==> src/rtl/vga_timing_pkg.sv <==
// Shared VGA timing constants, totals helpers and the control bundle type.
package vga_timing_pkg;

    // Default 640x480@60 mode
    localparam int unsigned H_DISP_DEF = 640;
    localparam int unsigned H_FP_DEF   = 16;
    localparam int unsigned H_SYNC_DEF = 96;
    localparam int unsigned H_BP_DEF   = 48;
    localparam int unsigned V_DISP_DEF = 480;
    localparam int unsigned V_FP_DEF   = 10;
    localparam int unsigned V_SYNC_DEF = 2;
    localparam int unsigned V_BP_DEF   = 33;

    localparam logic SYNC_ACT_LOW  = 1'b0;
    localparam logic SYNC_ACT_HIGH = 1'b1;

    typedef struct packed {
        logic hs;
        logic vs;
        logic visible;
        logic tick;
        logic frame_start;
        logic line_start;
    } ctrl_t;

    function automatic int unsigned h_total(input int unsigned disp, input int unsigned fp,
                                            input int unsigned sync, input int unsigned bp);
        return disp + fp + sync + bp;
    endfunction

    function automatic int unsigned v_total(input int unsigned disp, input int unsigned fp,
                                            input int unsigned sync, input int unsigned bp);
        return disp + fp + sync + bp;
    endfunction

endpackage

==> src/rtl/vga_sync_pipe_if.sv <==
// Timing outputs from the generator to the sync pins and pixel pipeline.
interface vga_sync_pipe_if #(
    parameter int unsigned W = 10
);
    logic         oHS;
    logic         oVS;
    logic         visible;
    logic         p_tick;
    logic [W-1:0] pixel_x;
    logic [W-1:0] pixel_y;
    logic         frame_start;
    logic         line_start;

    modport master (
        output oHS, oVS, visible, p_tick, pixel_x, pixel_y, frame_start, line_start
    );

    modport slave (
        input oHS, oVS, visible, p_tick, pixel_x, pixel_y, frame_start, line_start
    );
endinterface

==> src/rtl/vga_sync_pipe_delay_line.sv <==
// Resettable shift register; zero depth is a straight wire.
module delay_line #(
    parameter int unsigned       WIDTH     = 1,
    parameter int unsigned       DEPTH     = 1,
    parameter logic [WIDTH-1:0]  RESET_VAL = '0
) (
    input  logic             clk,
    input  logic             reset,
    input  logic [WIDTH-1:0] d,
    output logic [WIDTH-1:0] q
);
    if (DEPTH == 0) begin : g_pass
        logic unused_clk_rst;
        assign unused_clk_rst = clk ^ reset;
        assign q = d;
    end else begin : g_pipe
        logic [WIDTH-1:0] stage [DEPTH];

        // Shift one stage per clk; reset flushes every stage
        always_ff @(posedge clk) begin
            if (reset) begin
                for (int i = 0; i < int'(DEPTH); i++) stage[i] <= RESET_VAL;
            end else begin
                stage[0] <= d;
                for (int i = 1; i < int'(DEPTH); i++) stage[i] <= stage[i-1];
            end
        end

        assign q = stage[DEPTH-1];
    end
endmodule

==> src/rtl/vga_sync_pipe.sv <==
// VGA timing generator with pixel-clock divider and latency-matching delay lines.
module vga_sync_pipe
    import vga_timing_pkg::*;
#(
    parameter int unsigned H_DISP      = H_DISP_DEF,
    parameter int unsigned H_FP        = H_FP_DEF,
    parameter int unsigned H_SYNC      = H_SYNC_DEF,
    parameter int unsigned H_BP        = H_BP_DEF,
    parameter int unsigned V_DISP      = V_DISP_DEF,
    parameter int unsigned V_FP        = V_FP_DEF,
    parameter int unsigned V_SYNC      = V_SYNC_DEF,
    parameter int unsigned V_BP        = V_BP_DEF,
    parameter int unsigned CLK_DIV     = 4,
    parameter int unsigned CTRL_DELAY  = 5,
    parameter int unsigned COORD_DELAY = 1,
    parameter logic        HS_POL      = SYNC_ACT_LOW,
    parameter logic        VS_POL      = SYNC_ACT_LOW,
    parameter int unsigned W           = 10
) (
    input  logic            clk,
    input  logic            reset,
    vga_sync_pipe_if.master vga
);
    localparam int unsigned H_TOTAL  = h_total(H_DISP, H_FP, H_SYNC, H_BP);
    localparam int unsigned V_TOTAL  = v_total(V_DISP, V_FP, V_SYNC, V_BP);
    localparam int unsigned HS_START = H_DISP + H_FP;
    localparam int unsigned HS_END   = HS_START + H_SYNC;
    localparam int unsigned VS_START = V_DISP + V_FP;
    localparam int unsigned VS_END   = VS_START + V_SYNC;
    localparam int unsigned DIV_W    = (CLK_DIV > 1) ? $clog2(CLK_DIV) : 1;
    localparam int unsigned CTRL_W   = $bits(ctrl_t);
    localparam logic [CTRL_W-1:0] CTRL_RST = {~HS_POL, ~VS_POL, 4'b0000};

    logic [DIV_W-1:0] div_cnt;
    logic [W-1:0]     h_cnt;
    logic [W-1:0]     v_cnt;
    logic             tick_raw;
    ctrl_t            ctrl_raw;
    ctrl_t            ctrl_q;
    logic [2*W-1:0]   coord_q;

    // With CLK_DIV=1 the 1-bit divider stays at 0, so the tick is constantly high
    assign tick_raw = (div_cnt == DIV_W'(CLK_DIV - 1));

    // Pixel divider and raster counters
    always_ff @(posedge clk) begin
        if (reset) begin
            div_cnt <= '0;
            h_cnt   <= '0;
            v_cnt   <= '0;
        end else begin
            div_cnt <= tick_raw ? '0 : div_cnt + 1'b1;
            if (tick_raw) begin
                if (h_cnt == W'(H_TOTAL - 1)) begin
                    h_cnt <= '0;
                    v_cnt <= (v_cnt == W'(V_TOTAL - 1)) ? '0 : v_cnt + 1'b1;
                end else begin
                    h_cnt <= h_cnt + 1'b1;
                end
            end
        end
    end

    // Raw control bundle decoded from the counters
    always_comb begin
        ctrl_raw             = ctrl_t'(CTRL_RST);
        ctrl_raw.hs          = (h_cnt >= W'(HS_START) && h_cnt < W'(HS_END)) ? HS_POL : ~HS_POL;
        ctrl_raw.vs          = (v_cnt >= W'(VS_START) && v_cnt < W'(VS_END)) ? VS_POL : ~VS_POL;
        ctrl_raw.visible     = (h_cnt < W'(H_DISP)) && (v_cnt < W'(V_DISP));
        ctrl_raw.tick        = tick_raw;
        ctrl_raw.line_start  = tick_raw && (h_cnt == '0);
        ctrl_raw.frame_start = tick_raw && (h_cnt == '0) && (v_cnt == '0);
    end

    delay_line #(
        .WIDTH     (CTRL_W),
        .DEPTH     (CTRL_DELAY),
        .RESET_VAL (CTRL_RST)
    ) u_ctrl_dly (
        .clk   (clk),
        .reset (reset),
        .d     (ctrl_raw),
        .q     (ctrl_q)
    );

    delay_line #(
        .WIDTH     (2 * W),
        .DEPTH     (COORD_DELAY),
        .RESET_VAL ('0)
    ) u_coord_dly (
        .clk   (clk),
        .reset (reset),
        .d     ({h_cnt, v_cnt}),
        .q     (coord_q)
    );

    assign vga.oHS         = ctrl_q.hs;
    assign vga.oVS         = ctrl_q.vs;
    assign vga.visible     = ctrl_q.visible;
    assign vga.p_tick      = ctrl_q.tick;
    assign vga.frame_start = ctrl_q.frame_start;
    assign vga.line_start  = ctrl_q.line_start;
    assign vga.pixel_x     = coord_q[2*W-1:W];
    assign vga.pixel_y     = coord_q[W-1:0];
endmodule

==> src/flat_wrapper.sv <==
// flat-port wrapper written by rule: the top's interface ports become plain ports
module vga_sync_pipe_flat import vga_timing_pkg::*;
#(
    parameter int unsigned H_DISP      = H_DISP_DEF,
    parameter int unsigned H_FP        = H_FP_DEF,
    parameter int unsigned H_SYNC      = H_SYNC_DEF,
    parameter int unsigned H_BP        = H_BP_DEF,
    parameter int unsigned V_DISP      = V_DISP_DEF,
    parameter int unsigned V_FP        = V_FP_DEF,
    parameter int unsigned V_SYNC      = V_SYNC_DEF,
    parameter int unsigned V_BP        = V_BP_DEF,
    parameter int unsigned CLK_DIV     = 4,
    parameter int unsigned CTRL_DELAY  = 5,
    parameter int unsigned COORD_DELAY = 1,
    parameter logic        HS_POL      = SYNC_ACT_LOW,
    parameter logic        VS_POL      = SYNC_ACT_LOW,
    parameter int unsigned W           = 10
)
  (clk, reset, vga_oHS, vga_oVS, vga_visible, vga_p_tick, vga_pixel_x, vga_pixel_y, vga_frame_start, vga_line_start);
  vga_sync_pipe_if #(.W(W)) vga_i ();
  input  logic clk;
  input  logic reset;
  output wire logic [$bits(vga_i.oHS)-1:0] vga_oHS;
  output wire logic [$bits(vga_i.oVS)-1:0] vga_oVS;
  output wire logic [$bits(vga_i.visible)-1:0] vga_visible;
  output wire logic [$bits(vga_i.p_tick)-1:0] vga_p_tick;
  output wire logic [$bits(vga_i.pixel_x)-1:0] vga_pixel_x;
  output wire logic [$bits(vga_i.pixel_y)-1:0] vga_pixel_y;
  output wire logic [$bits(vga_i.frame_start)-1:0] vga_frame_start;
  output wire logic [$bits(vga_i.line_start)-1:0] vga_line_start;
  assign vga_oHS = vga_i.oHS;
  assign vga_oVS = vga_i.oVS;
  assign vga_visible = vga_i.visible;
  assign vga_p_tick = vga_i.p_tick;
  assign vga_pixel_x = vga_i.pixel_x;
  assign vga_pixel_y = vga_i.pixel_y;
  assign vga_frame_start = vga_i.frame_start;
  assign vga_line_start = vga_i.line_start;
  vga_sync_pipe #(.H_DISP(H_DISP), .H_FP(H_FP), .H_SYNC(H_SYNC), .H_BP(H_BP), .V_DISP(V_DISP), .V_FP(V_FP), .V_SYNC(V_SYNC), .V_BP(V_BP), .CLK_DIV(CLK_DIV), .CTRL_DELAY(CTRL_DELAY), .COORD_DELAY(COORD_DELAY), .HS_POL(HS_POL), .VS_POL(VS_POL), .W(W)) u_core (.clk(clk), .reset(reset), .vga(vga_i));
endmodule
==> config.mk <==
export PLATFORM = sky130hd
export DESIGN_NAME = vga_sync_pipe_flat
export DESIGN_NICKNAME = d
export VERILOG_FILES = /design/src/rtl/vga_timing_pkg.sv /design/src/rtl/vga_sync_pipe_if.sv /design/src/rtl/vga_sync_pipe_delay_line.sv /design/src/rtl/vga_sync_pipe.sv /design/src/flat_wrapper.sv
export SDC_FILE = /design/constraint.sdc
export NUM_CORES = 1
export LEC_CHECK = 0
export BUFFER_PORTS_ARGS = -buffer_cell sky130_fd_sc_hd__buf_2
export CAP_MARGIN = 10
export CORE_MARGIN = 10
export CORE_UTILIZATION = 45
export CTS_BUF_LIST = sky130_fd_sc_hd__clkbuf_2
export DETAILED_ROUTE_END_ITERATION = 7
export GPL_TIMING_DRIVEN = 0
export PLACE_DENSITY = 0.72
export SYNTH_ARGS = -nofsm -noshare
export SYNTH_HDL_FRONTEND = slang
export SYNTH_HIERARCHICAL = 1
export SYNTH_SLANG_ARGS = --single-unit
==> constraint.sdc <==
create_clock -name clk -period 2 [get_ports clk]
set_input_delay 0 -clock clk [delete_from_list [all_inputs] [get_ports clk]]
set_output_delay 0 -clock clk [all_outputs]
set_load 0.03 [all_outputs]
Word level (Yosys, flattened, before mapping). Memories as Yosys holds them, arrays and structs flattened. Index checks and enable logic that the tools add are counted.

$add $sub $neg: 3. Magnitude comparators: 6. Eq/ne operators: 3. Muxes and demuxes: 14. Bitwise logic cells: 5. Reductions and logical operators: 10.

Operator list (count): $mux W6 (5); $add A10 B1 Y10 const B (2); $eq A10 B10 Y1 const B (2); $logic_not A10 Y1 (2); $lt A10 B10 Y1 const B (2); $lt A10 B9 Y1 const B (2); $mux W10 (2); $mux W20 (1); $reduce_or A20 Y1 (1); $ge A10 B10 Y1 const B (1); $ge A10 B9 Y1 const B (1); $mux W1 (6); $logic_and A1 B1 Y1 (5); $or A1 B1 Y1 (5); $add A2 B1 Y2 const B (1); $eq A2 B2 Y1 const B (1); $reduce_and A2 Y1 (1); $reduce_or A2 Y1 (1).

Bits in registers: 22. Memory bits (writable): 50. Bits of input ports: 2. Output and inout port bits: 26. Word-level logic and storage cells: 46. Memories kept: 2.

Memories: u_core.u_ctrl_dly.g_pipe.stage (depth 5, width 6, rd ports 5, clocked after Yosys merged registers in 0, wr ports 5, line vga_sync_pipe_delay_line.sv:17) `logic [WIDTH-1:0] stage [DEPTH];`; u_core.u_coord_dly.g_pipe.stage (depth 1, width 20, rd ports 1, clocked after Yosys merged registers in 0, wr ports 1, line vga_sync_pipe_delay_line.sv:17).

Longest topological paths before layout. Gate-level depths: netlist of run 1.

Word-level depth: 4. Depth in mapped cells: 6. Mapped depth without buffers: 6.

By module. Netlist of run 1, hierarchy kept.

Modules (own cells, without submodules): vga_sync_pipe (times used 1, cells an instance 133, area each 1217.4 sq um, sequential area each 440.4 sq um); delay_line at u_core.u_ctrl_dly (times used 1, cells an instance 69, area each 848.3 sq um, sequential area each 600.6 sq um); delay_line at u_core.u_coord_dly (times used 1, cells an instance 42, area each 618.1 sq um, sequential area each 400.4 sq um).

Least setup slack after synthesis of run 1. Ideal clock, no wire load.

Kind: reg-to-reg. Start point: register u_core.div_cnt[0]. End point: register u_core.v_cnt[7]. Library setup time: 0.070 ns. Data arrival time: 1.426 ns. Required time: 1.930 ns. Setup slack: 0.504 ns. Stages on the path, launching flop included: 7. Path buffers: 1. Clock period less this slack: 1.496 ns. Cells stage by stage: dfxtp_1 ha_1 and4_1 buf_6 nand4_4 or3_1 a21oi_1.

RTL lines: start: declaration (line vga_sync_pipe.sv:34) `logic [DIV_W-1:0] div_cnt;`; start signal: assignment (line vga_sync_pipe.sv:52) `div_cnt <= tick_raw ? '0 : div_cnt + 1'b1;`; end signal: assignment (line vga_sync_pipe.sv:56) `v_cnt <= (v_cnt == W'(V_TOTAL - 1)) ? '0 : v_cnt + 1'b1;`; end: declaration (line vga_sync_pipe.sv:36) `logic [W-1:0] v_cnt;`.

==> results of run 1 <==
metal layers:
metal,GRT usage,part of all wire
met1,0.1221,0.48
met2,0.1466,0.44
met5,0,0
met3,0.03983,0.066
met4,0.06935,0.019
power by group:
group | internal [mW] | switching [mW]
clock network | 0.429 | 0.553
logic | 0.0265 | 0.0460
registers | 1.45 | 0.00508
total | 1.91 | 0.604
cell usage in the layout (no fill, tap or decap), types with 3 or more instances in the layout:
| master | synthesis | routed |
|---|---|---|
| buf_6 | 3 | 3 |
| a21oi_1 | 5 | 5 |
| buf_2 | 4 | 31 |
| inv_6 | 0 | 3 |
| inv_1 | 5 | 5 |
| nor2b_2 | 16 | 16 |
| xnor2_1 | 4 | 4 |
| nor2_1 | 13 | 13 |
| nand4_1 | 4 | 4 |
| and3_1 | 3 | 3 |
| buf_4 | 6 | 6 |
| nor2b_1 | 22 | 22 |
| clkbuf_2 | 1 | 10 |
| nand2_1 | 7 | 7 |
| nor2b_4 | 4 | 4 |
| or2_1 | 11 | 11 |
| nand3_1 | 10 | 10 |
| xor2_1 | 9 | 9 |
| dfxtp_1 | 72 | 72 |
| and4_1 | 5 | 5 |
| ha_1 | 6 | 6 |
| nor3_1 | 8 | 8 |
cell families (layout without fill, tap and decap cells):
family          after synthesis  count (layout)
simple gates                120             120
xor+xnor                     13              13
mux                           2               2
compound gates               11              11
fa+ha+maj                     6               6
flops                        72              72
buf+inv                      20              64
state kept, by name, indices dropped and copies added, names as in the netlist:
signal                           flops
u_core/u_ctrl_dly/g_pipe.stage      30
u_core/div_cnt                       2
u_core/u_coord_dly/g_pipe.stage     20
u_core/h_cnt                        10
u_core/v_cnt                        10
cell type report:
class / count / area (sq um) / share of cell area
multi-input combinational: 152 / 1116 / 0.3635
clock buffer: 9 / 45.04 / 0.01467
tap: 75 / 93.84 / 0.03056
timing repair buffer: 28 / 145.1 / 0.04727
sequential: 72 / 1441 / 0.4694
buffer: 15 / 107.6 / 0.03504
inverter: 5 / 18.77 / 0.006112
clock inverter: 7 / 102.6 / 0.03341
path summary, 6_finish.rpt:
| path | startpoint | end | slack [ns] | cells past startpoint |
|---|---|---|---|---|
| setup / recovery | u_core/div_cnt[0]$_SDFF_PP0_ | u_core/v_cnt[5]$_SDFFE_PP0P_ | 0.21 | 6 |
| hold / removal | reset | u_core/v_cnt[8]$_SDFFE_PP0P_ | 0.35 | 3 |
| setup reg to reg | u_core/div_cnt[0]$_SDFF_PP0_ | u_core/v_cnt[5]$_SDFFE_PP0P_ | 0.21 | 6 |
| hold reg to reg | u_core/u_ctrl_dly/g_pipe.stage[0][23]$_SDFF_PP1_ | u_core/u_ctrl_dly/g_pipe.stage[0][29]$_SDFF_PP1_ | 0.43 | 1 |
per-stage QoR:
step                power (mW)  hold slack, ns
floorplan                1.538         0.06972
global placement         1.557          0.3699
detailed placement       1.560          0.3852
CTS                      2.543          0.3277
global route             2.618          0.3341
finish                   2.513          0.3517
critical path, cell delays in order, from the launching register on:
cell	delay (ns)
dfxtp_1	0.38
ha_1	0.34
and4_1	0.25
buf_6	0.15
nand3_1	0.14
o21ai_2	0.35
nor2_1	0.08
==> impl_metrics.env, run 1 <==
export IMPL_fin_skew_ns=0.01728
export IMPL_die_y_um=97.23
export IMPL_drcViolationCount=0
export IMPL_grt_util_all_layers=0.1020
export IMPL_antenna_found_initial=0
export IMPL_vias_per_cell=4.749
export IMPL_coreArea_sq_um=5851
export IMPL_layout_cell_area_non_filler_sq_um=3070
export IMPL_drive_gt1_frac=0.2986
export IMPL_synth_cell_types=42
export IMPL_ctsResizeCount=0
export IMPL_instances_no_fill=363
export IMPL_grt_max_degree=15
export IMPL_syn_num_nets=252
export IMPL_finalCriticalPeriod_ns=1.787
export IMPL_final_util=0.5248
export IMPL_layout_nets=291
export IMPL_wl_per_cell_um=12.61
export IMPL_synth_compound_area_frac=0.02611
export IMPL_path_class="flip-flop to flip-flop"
export IMPL_leakagePower_nw=1.261
export IMPL_drtPass1Iterations=4
export IMPL_port_buffers=27
export IMPL_syn_to_final_growth_pct=14.41
export IMPL_cts_tree="built"
export IMPL_cts_root_buf="clkbuf_2"
export IMPL_ys_flop_type="dfxtp_1"
export IMPL_setup_violations=0
export IMPL_clk_pin_slew_ns=0.21
export IMPL_synthCells=244
export IMPL_clock_sinks=72
export IMPL_die_width_um=97.23
export IMPL_grt_pass1_wl_um=7859
export IMPL_cts_buffers_inserted=9
export IMPL_synthSimpleGateAreaFrac=0.3114
export IMPL_avgSynthCellArea_sq_um=11.00
export IMPL_synth_xor_area_share=0.04242
export IMPL_fin_ws_ns=0.2129
export IMPL_vias=1724
export IMPL_seq_area_frac_synth=0.5371
export IMPL_io_pins=28
export IMPL_synth_common_cells="72 x dfxtp_1, 22 x nor2b_1, 16 x nor2b_2"
export IMPL_gp_congestion=0.8505
export IMPL_cp_start_kind="flip-flop"
export IMPL_synth_edff_count=0
export IMPL_yosysMostFrequentCell="dfxtp_1"
export IMPL_die_area_sq_um=9453
export IMPL_hold_class="input port to flip-flop"
export IMPL_antenna_left=0
export IMPL_clock_path_buffers=2
export IMPL_synthMuxAreaShare=0.007925
export IMPL_hpwl_um=3147
export IMPL_place_area_sq_um=2913
export IMPL_synth_fa_ha_area_frac=0.02797
export IMPL_slew_headroom=0.6911
export IMPL_worstSetupEndpointType="flip-flop"
export IMPL_syn_area_sq_um=2684
export IMPL_drt_initial_drc_count=96
export IMPL_async_flop_share=0
export IMPL_diodes=0
export IMPL_grt_ovfl_total=0
export IMPL_fmax_mhz=559.6
export IMPL_hold_viol_final=0
export IMPL_placedCellCount=346
export IMPL_synth_largest_area_cell="dfxtp_1"
export IMPL_start_util=0.4587
export IMPL_fillers=542
export IMPL_ys_ff_latch=72
export IMPL_synth_area_leaders="dfxtp_1 54%, nor2b_2 5.2%, nor2b_1 5.1%"
export IMPL_grt_setup_unrepaired="no"
export IMPL_pre_cts_ws_ns=0.2391
export IMPL_post_cts_buffers=0
export IMPL_worst_pin_slew_ns=0.4609
export IMPL_crit_fanout=9
export IMPL_synth_top_family_by_area="simple AND/OR/NAND/NOR gates"
export IMPL_status="complete, no violations"
export IMPL_htree_levels=3
export IMPL_p_per_area_nw_per_um2=818.6
export IMPL_wl_um=4576
export IMPL_yosys_warnings=6
export IMPL_drv_cap=0
export IMPL_setup_tns_ns=0
export IMPL_cts_hold_buf=1
export IMPL_rows=28
export IMPL_period_share=0.8935
export IMPL_required_ns=2.42
export IMPL_vdd_drop_max_uv=482.7
export IMPL_slew_violations=0
export IMPL_grt_pass1_vias=1619
export IMPL_synth_top_area_share=0.5371
export IMPL_cp_arrival_ns=2.21
export IMPL_worstSkewPairLatency_ns=0.52
(Power assumes the default switching activity.)
==> run 2: changes to the inputs <==
ABC_AREA = 1   (was not set)
PLACE_DENSITY = 0.7   (was 0.72)
==> run 2 against run 1 <==
Synthesized cell count up 45%; worst setup slack better by 0.14 ns; global-route usage up 0.35 points; wire length up 2.7%; critical endpoint is now u_core/v_cnt[9]$_SDFFE_PP0P_; largest cell class unchanged.
==> impl_metrics.env, run 2 <==
export IMPL_slowest_stage="dfxtp_1"
export IMPL_antenna_left=0
export IMPL_finalCriticalPeriod_ns=1.647
export IMPL_syn_area_sq_um=2771
export IMPL_avgSynthCellArea_sq_um=7.807
export IMPL_period_share=0.8235
export IMPL_wl_um=4698
export IMPL_status="complete, no violations"
export IMPL_async_flop_share=0
export IMPL_fmax_mhz=607.2
export IMPL_grt_setup_unrepaired="no"
export IMPL_synth_largest_area_cell="dfxtp_1"
export IMPL_cp_num_buf_inv=0
export IMPL_max_stage_delay_ns=0.37
export IMPL_placedCellCount=457
export IMPL_slew_headroom=0.7446
export IMPL_yosysMostFrequentCell="nor2_1"
export IMPL_cts_buffers_inserted=9
export IMPL_worstSkewPairLatency_ns=0.49
export IMPL_p_per_area_nw_per_um2=737.0
export IMPL_cp_arrival_ns=2.05
export IMPL_largestRegisters="u_core/u_ctrl_dly/g_pipe.stage (30), u_core/u_coord_dly/g_pipe.stage (20)"
export IMPL_synthCells=355
export IMPL_grt_use_met3=0.03771
export IMPL_syn_num_nets=363
export IMPL_grt_ovfl_total=0
export IMPL_cts_root_buf="clkbuf_2"
export IMPL_gr_usage_met2=0.1699
export IMPL_vdd_drop_max_uv=355.2
export IMPL_final_util=0.5233
export IMPL_synth_area_leaders="dfxtp_1 52%, nor2_1 11%, inv_1 11%"
export IMPL_max_flop_register="u_core/u_ctrl_dly/g_pipe.stage"
export IMPL_antenna_found_initial=0
export IMPL_grt_pass1_vias=1982
export IMPL_grt_max_degree=13
export IMPL_vias_per_cell=4.409
export IMPL_port_buffers=27
export IMPL_drt_initial_drc_count=97
export IMPL_drcViolationCount=0
export IMPL_coreArea_sq_um=5956
export IMPL_hpwl_um=3416
export IMPL_fin_ws_ns=0.3530
export IMPL_cts_hold_buf=1
export IMPL_largest_reg_flops=30
export IMPL_die_y_um=98.48
export IMPL_layout_nets=402
export IMPL_worst_pin_slew_ns=0.3816
export IMPL_synth_edff_count=0
export IMPL_clk_pin_slew_ns=0.18
export IMPL_wl_per_cell_um=9.911
export IMPL_setup_tns_ns=0
export IMPL_final_cell_mix="82 x nor2_1, 78 x inv_1, 72 x dfxtp_1, 54 x nand2_1, 27 x buf_2"
export IMPL_ys_ff_latch=72
export IMPL_start_util=0.4653
export IMPL_ctsResizeCount=0
export IMPL_setup_violations=0
export IMPL_instances_no_fill=474
export IMPL_critPathTopFamily="simple AND/OR/NAND/NOR gates"
export IMPL_synth_common_cells="82 x nor2_1, 78 x inv_1, 72 x dfxtp_1"
export IMPL_io_pins=28
export IMPL_die_width_um=98.48
export IMPL_whs_ns=0.3830
export IMPL_gp_congestion=0.8857
export IMPL_crit_fanout=8
export IMPL_fin_skew_ns=0.02126
export IMPL_die_area_sq_um=9697
export IMPL_layout_commonest_cell="nor2_1"
export IMPL_yosys_warnings=6
export IMPL_cp_start_kind="flip-flop"
export IMPL_drtPass1Iterations=6
export IMPL_htree_levels=3
export IMPL_worstSetupEndpointType="flip-flop"
export IMPL_drv_cap=0
export IMPL_diodes=0
export IMPL_vias=2090
export IMPL_synth_cell_types=27
export IMPL_grt_util_all_layers=0.1055
export IMPL_post_cts_buffers=0
export IMPL_required_ns=2.41
export IMPL_hold_viol_final=0
export IMPL_pre_cts_ws_ns=0.3825
export IMPL_grtUsageMet1=0.1160
export IMPL_path_cells="ha_1 > nand2_4 > nor2_8 > nand3_4 > nand2_2 > nand2_2 > nand2_1 > nor2_1"
export IMPL_slew_violations=0
export IMPL_busiest_layer="met2"
export IMPL_ys_flop_type="dfxtp_1"
export IMPL_drive_gt1_frac=0.1529
export IMPL_synth_top_area_share=0.5201
export IMPL_clock_sinks=72
export IMPL_cp_common_cell="nand2_2"
export IMPL_leakagePower_nw=1.487
export IMPL_rows=28
export IMPL_syn_to_final_growth_pct=12.46
export IMPL_path_class="flip-flop to flip-flop"
export IMPL_clock_path_buffers=2
export IMPL_seq_area_frac_synth=0.5201
export IMPL_cts_tree="built"
export IMPL_grt_pass1_wl_um=8507
export IMPL_hold_class="input port to flip-flop"
==> run 2: cell types whose count changed in the layout (fill, tap and decap cells not counted), moves of 11 or more <==
| cell | before | now |
|---|---|---|
| nand2_1 | 7 | 54 |
| nor2_1 | 13 | 82 |
| nor2b_1 | 22 | 0 |
| or2_1 | 11 | 0 |
| nor2b_2 | 16 | 0 |
| inv_1 | 5 | 78 |
==> run 2: power by group <==
part           switching [mW]  leakage, nW  internal [mW]
combinational          0.0517        0.843         0.0262
sequential            0.00559        0.582           1.45
clock                   0.484       0.0625          0.277
==> run 2: logic make-up (layout without fill, tap and decap cells) <==
logic type / count (synthesis) / in the layout / share of synthesized area
compound gates: 13 / 13 / 0.02528
fa+ha+maj: 6 / 6 / 0.02709
buf+inv: 91 / 135 / 0.1431
simple gates: 170 / 170 / 0.2749
flops: 72 / 72 / 0.5201
xor+xnor: 3 / 3 / 0.009483
==> run 2: stage by stage <==
stage | total power [mW] | area [sq um]
3_3_place_gp | 1.563 | 3000
2_1_floorplan | 1.544 | 2771
6_report | 2.297 | 3117
4_1_cts | 2.331 | 3117
3_5_place_dp | 1.565 | 3000
5_1_grt | 2.414 | 3117
==> run 2: path summary, 6_finish.rpt <==
check	startpoint	end	slack [ns]	cells after the start
worst max register to register	u_core/div_cnt[0]$_SDFF_PP0_	u_core/v_cnt[9]$_SDFFE_PP0P_	0.35	8
worst max-delay path	u_core/div_cnt[0]$_SDFF_PP0_	u_core/v_cnt[9]$_SDFFE_PP0P_	0.35	8
worst min-delay path	reset	u_core/h_cnt[6]$_SDFFE_PP0P_	0.38	3
worst min register to register	u_core/u_ctrl_dly/g_pipe.stage[0][12]$_SDFF_PP0_	u_core/u_ctrl_dly/g_pipe.stage[0][18]$_SDFF_PP0_	0.40	2
==> run 2: area by class of cell <==
class                      count  area, sq um
buffer                        10        90.09
fill                         588         2839
tap                           75        93.84
inverter                      81        306.5
timing repair buffer          28        145.1
multi-input combinational    192        933.4
sequential                    72         1441
clock buffer                   9        45.04
clock inverter                 7        61.31
==> run 2: per-layer routing <==
| metal | vias to the layer above | routed length (um) |
|---|---|---|
| met5 | - | 0 |
| met4 | 0 | 69 |
| met3 | 7 | 249 |
| met2 | 31 | 2188 |
| met1 | 926 | 2191 |
| li1 | 1126 | - |
==> run 2: tightest hold or removal path, delay by kind of cell <==
family | cells | cell delay [ns]
buffers and inverters | 2 | 0.77
AND/OR/NAND/NOR | 1 | 0.08
==> run 3: changes to the inputs <==
clock period = 1.6 ns   (was 2 ns; I/O delays follow)
==> run 3 against run 2 <==
Worst setup slack lost 0.25 ns; register-to-register slack got worse by 0.25 ns; largest power group unchanged; cell area increased by 0.60%; sequential power grew 25%; highest routed layer unchanged.
==> impl_metrics.env, run 3 (synthesis results as in run 2) <==
export IMPL_post_cts_buffers=0
export IMPL_pwr_share_comb=0.036
export IMPL_layout_nets=402
export IMPL_finalCriticalPeriod_ns=1.496
export IMPL_max_flop_register="u_core/u_ctrl_dly/g_pipe.stage"
export IMPL_largestRegisters="u_core/u_ctrl_dly/g_pipe.stage (30), u_core/u_coord_dly/g_pipe.stage (20)"
export IMPL_coreArea_sq_um=5956
export IMPL_hold_path_depth=3
export IMPL_die_y_um=98.48
export IMPL_slew_violations=0
export IMPL_timing_rr_end="u_core/v_cnt[2]$_SDFFE_PP0P_"
export IMPL_clock_sinks=72
export IMPL_largest_reg_flops=30
export IMPL_fin_skew_ns=0.02130
export IMPL_cp_arrival_ns=1.94
export IMPL_cts_tree="built"
export IMPL_hold_viol_final=0
export IMPL_worstSetupEndpointType="flip-flop"
export IMPL_drcViolationCount=0
export IMPL_grt_pass1_wl_um=8507
export IMPL_slew_headroom=0.7399
export IMPL_cts_root_buf="clkbuf_2"
export IMPL_internal_power_mw=2.200
export IMPL_rows=28
export IMPL_antenna_found_initial=0
export IMPL_whs_ns=0.3817
export IMPL_drive_gt1_frac=0.1679
export IMPL_vias_per_cell=4.386
export IMPL_clock_path_buffers=2
export IMPL_period_share=0.9352
export IMPL_layout_commonest_cell="nor2_1"
export IMPL_grt_ovfl_total=0
export IMPL_required_ns=2.05
export IMPL_p_sw_frac=0.2371
export IMPL_fmax_mhz=668.3
export IMPL_wl_um=4742
export IMPL_r2r_cells=9
export IMPL_syn_to_final_growth_pct=13.14
export IMPL_rr_startpoint="u_core/v_cnt[0]$_SDFFE_PP0P_"
export IMPL_setup_violations=0
export IMPL_grt_pass1_vias=1982
export IMPL_status="complete, no violations"
export IMPL_p_per_area_nw_per_um2=919.8
export IMPL_clk_pin_slew_ns=0.19
export IMPL_crit_fanout=6
export IMPL_drv_cap=0
export IMPL_die_area_sq_um=9697
export IMPL_min_from="reset"
export IMPL_start_util=0.4653
export IMPL_vias=2079
export IMPL_drtPass1Iterations=4
export IMPL_diodes=0
export IMPL_worst_pin_slew_ns=0.3887
export IMPL_hold_path_end="u_core/v_cnt[8]$_SDFFE_PP0P_"
export IMPL_gp_congestion=0.8857
export IMPL_final_cell_mix="82 x nor2_1, 78 x inv_1, 67 x dfxtp_1, 54 x nand2_1, 27 x buf_2"
export IMPL_path_class="flip-flop to flip-flop"
export IMPL_grt_util_all_layers=0.1055
export IMPL_r2r_setup_slack_ns=0.10
export IMPL_hpwl_um=3416
export IMPL_wl_per_cell_um=10.00
export IMPL_cts_buffers_inserted=9
export IMPL_vdd_drop_max_uv=452.3
export IMPL_htree_levels=3
export IMPL_leakagePower_nw=1.488
export IMPL_grt_max_degree=13
export IMPL_antenna_left=0
export IMPL_drt_initial_drc_count=119
export IMPL_cp_start_kind="flip-flop"
export IMPL_die_width_um=98.48
export IMPL_io_pins=28
export IMPL_p_clk_frac=0.331
export IMPL_switchingPower_mw=0.6838
export IMPL_p_seq_frac=0.633
export IMPL_total_power_mw=2.884
export IMPL_hold_class="input port to flip-flop"
export IMPL_port_buffers=27
export IMPL_worstSkewPairLatency_ns=0.49
[run 3: how the worst max path moves through the flow]
stage          slack (ns)                           end                         start  cells after the start
2_1_floorplan        0.23  u_core/v_cnt[4]$_SDFFE_PP0P_  u_core/div_cnt[0]$_SDFF_PP0_                      8
3_3_place_gp       -0.003  u_core/v_cnt[4]$_SDFFE_PP0P_  u_core/div_cnt[0]$_SDFF_PP0_                      8
3_5_place_dp        -0.02  u_core/v_cnt[9]$_SDFFE_PP0P_  u_core/div_cnt[0]$_SDFF_PP0_                      8
4_1_cts              0.06  u_core/v_cnt[9]$_SDFFE_PP0P_  u_core/div_cnt[0]$_SDFF_PP0_                      8
5_1_grt            -0.001  u_core/v_cnt[6]$_SDFFE_PP0P_  u_core/h_cnt[0]$_SDFFE_PP0P_                      8
6_report             0.10  u_core/v_cnt[2]$_SDFFE_PP0P_  u_core/v_cnt[0]$_SDFFE_PP0P_                      9
[run 3: metal layers]
metal / track usage / vias to the layer above / share of wire
met5: 0 / - / 0
met4: 0.06615 / 0 / 0.015
met3: 0.03771 / 7 / 0.053
met2: 0.1699 / 31 / 0.47
met1: 0.1160 / 917 / 0.46
li1: - / 1124 / -
[run 3: worst max-delay path, stage by stage, from the launching register on]
cell and delay (ns):
dfxtp_1 0.45, inv_1 0.11, ha_1 0.21, inv_1 0.05, nor2_1 0.05, nand4_1 0.12, nand2_1 0.09, nand2_2 0.15
clkinv_1 0.11, nor2_1 0.10
[run 3: what timing repair did]
item	CTS	global route
setup endpoints to repair	7	8
gates cloned	0	0
endpoints found under the hold margin	55	0
hold buffers	1	0
resized for setup	1	6
[run 3: power groups by stage]
stage	Sequential [mW]	Combinational [mW]	Clock [mW]
CTS	1.82	0.0998	0.991
global route	1.83	0.123	1.08
finish	1.83	0.103	0.954
floorplan	1.86	0.0692	0
detailed placement	1.86	0.0967	0
global placement	1.86	0.0948	0
[run 3: metrics by stage]
stage	setup TNS, ns	util	instances	worst slack [ns]	instance area (sq um)
floorplan	0	-	355	0.2330	2771
global placement	-0.002550	0.5038	457	-0.002550	3000
detailed placement	-0.07740	0.5038	457	-0.01747	3000
CTS	0	0.5237	474	0.06278	3119
global route	-0.001355	0.5265	474	-0.001355	3136
finish	0	0.5265	474	0.1037	3136
[run 3: area by class of cell]
cell class              count  area [sq um]
clock inverters             7         61.31
plain buffers              10         90.09
repair buffers             28         145.1
well taps                  75         93.84
flip-flops and latches     72          1448
multi-input cells         192         945.9
fillers                   584          2820
inverters                  81         306.5
clock buffers               9         45.04
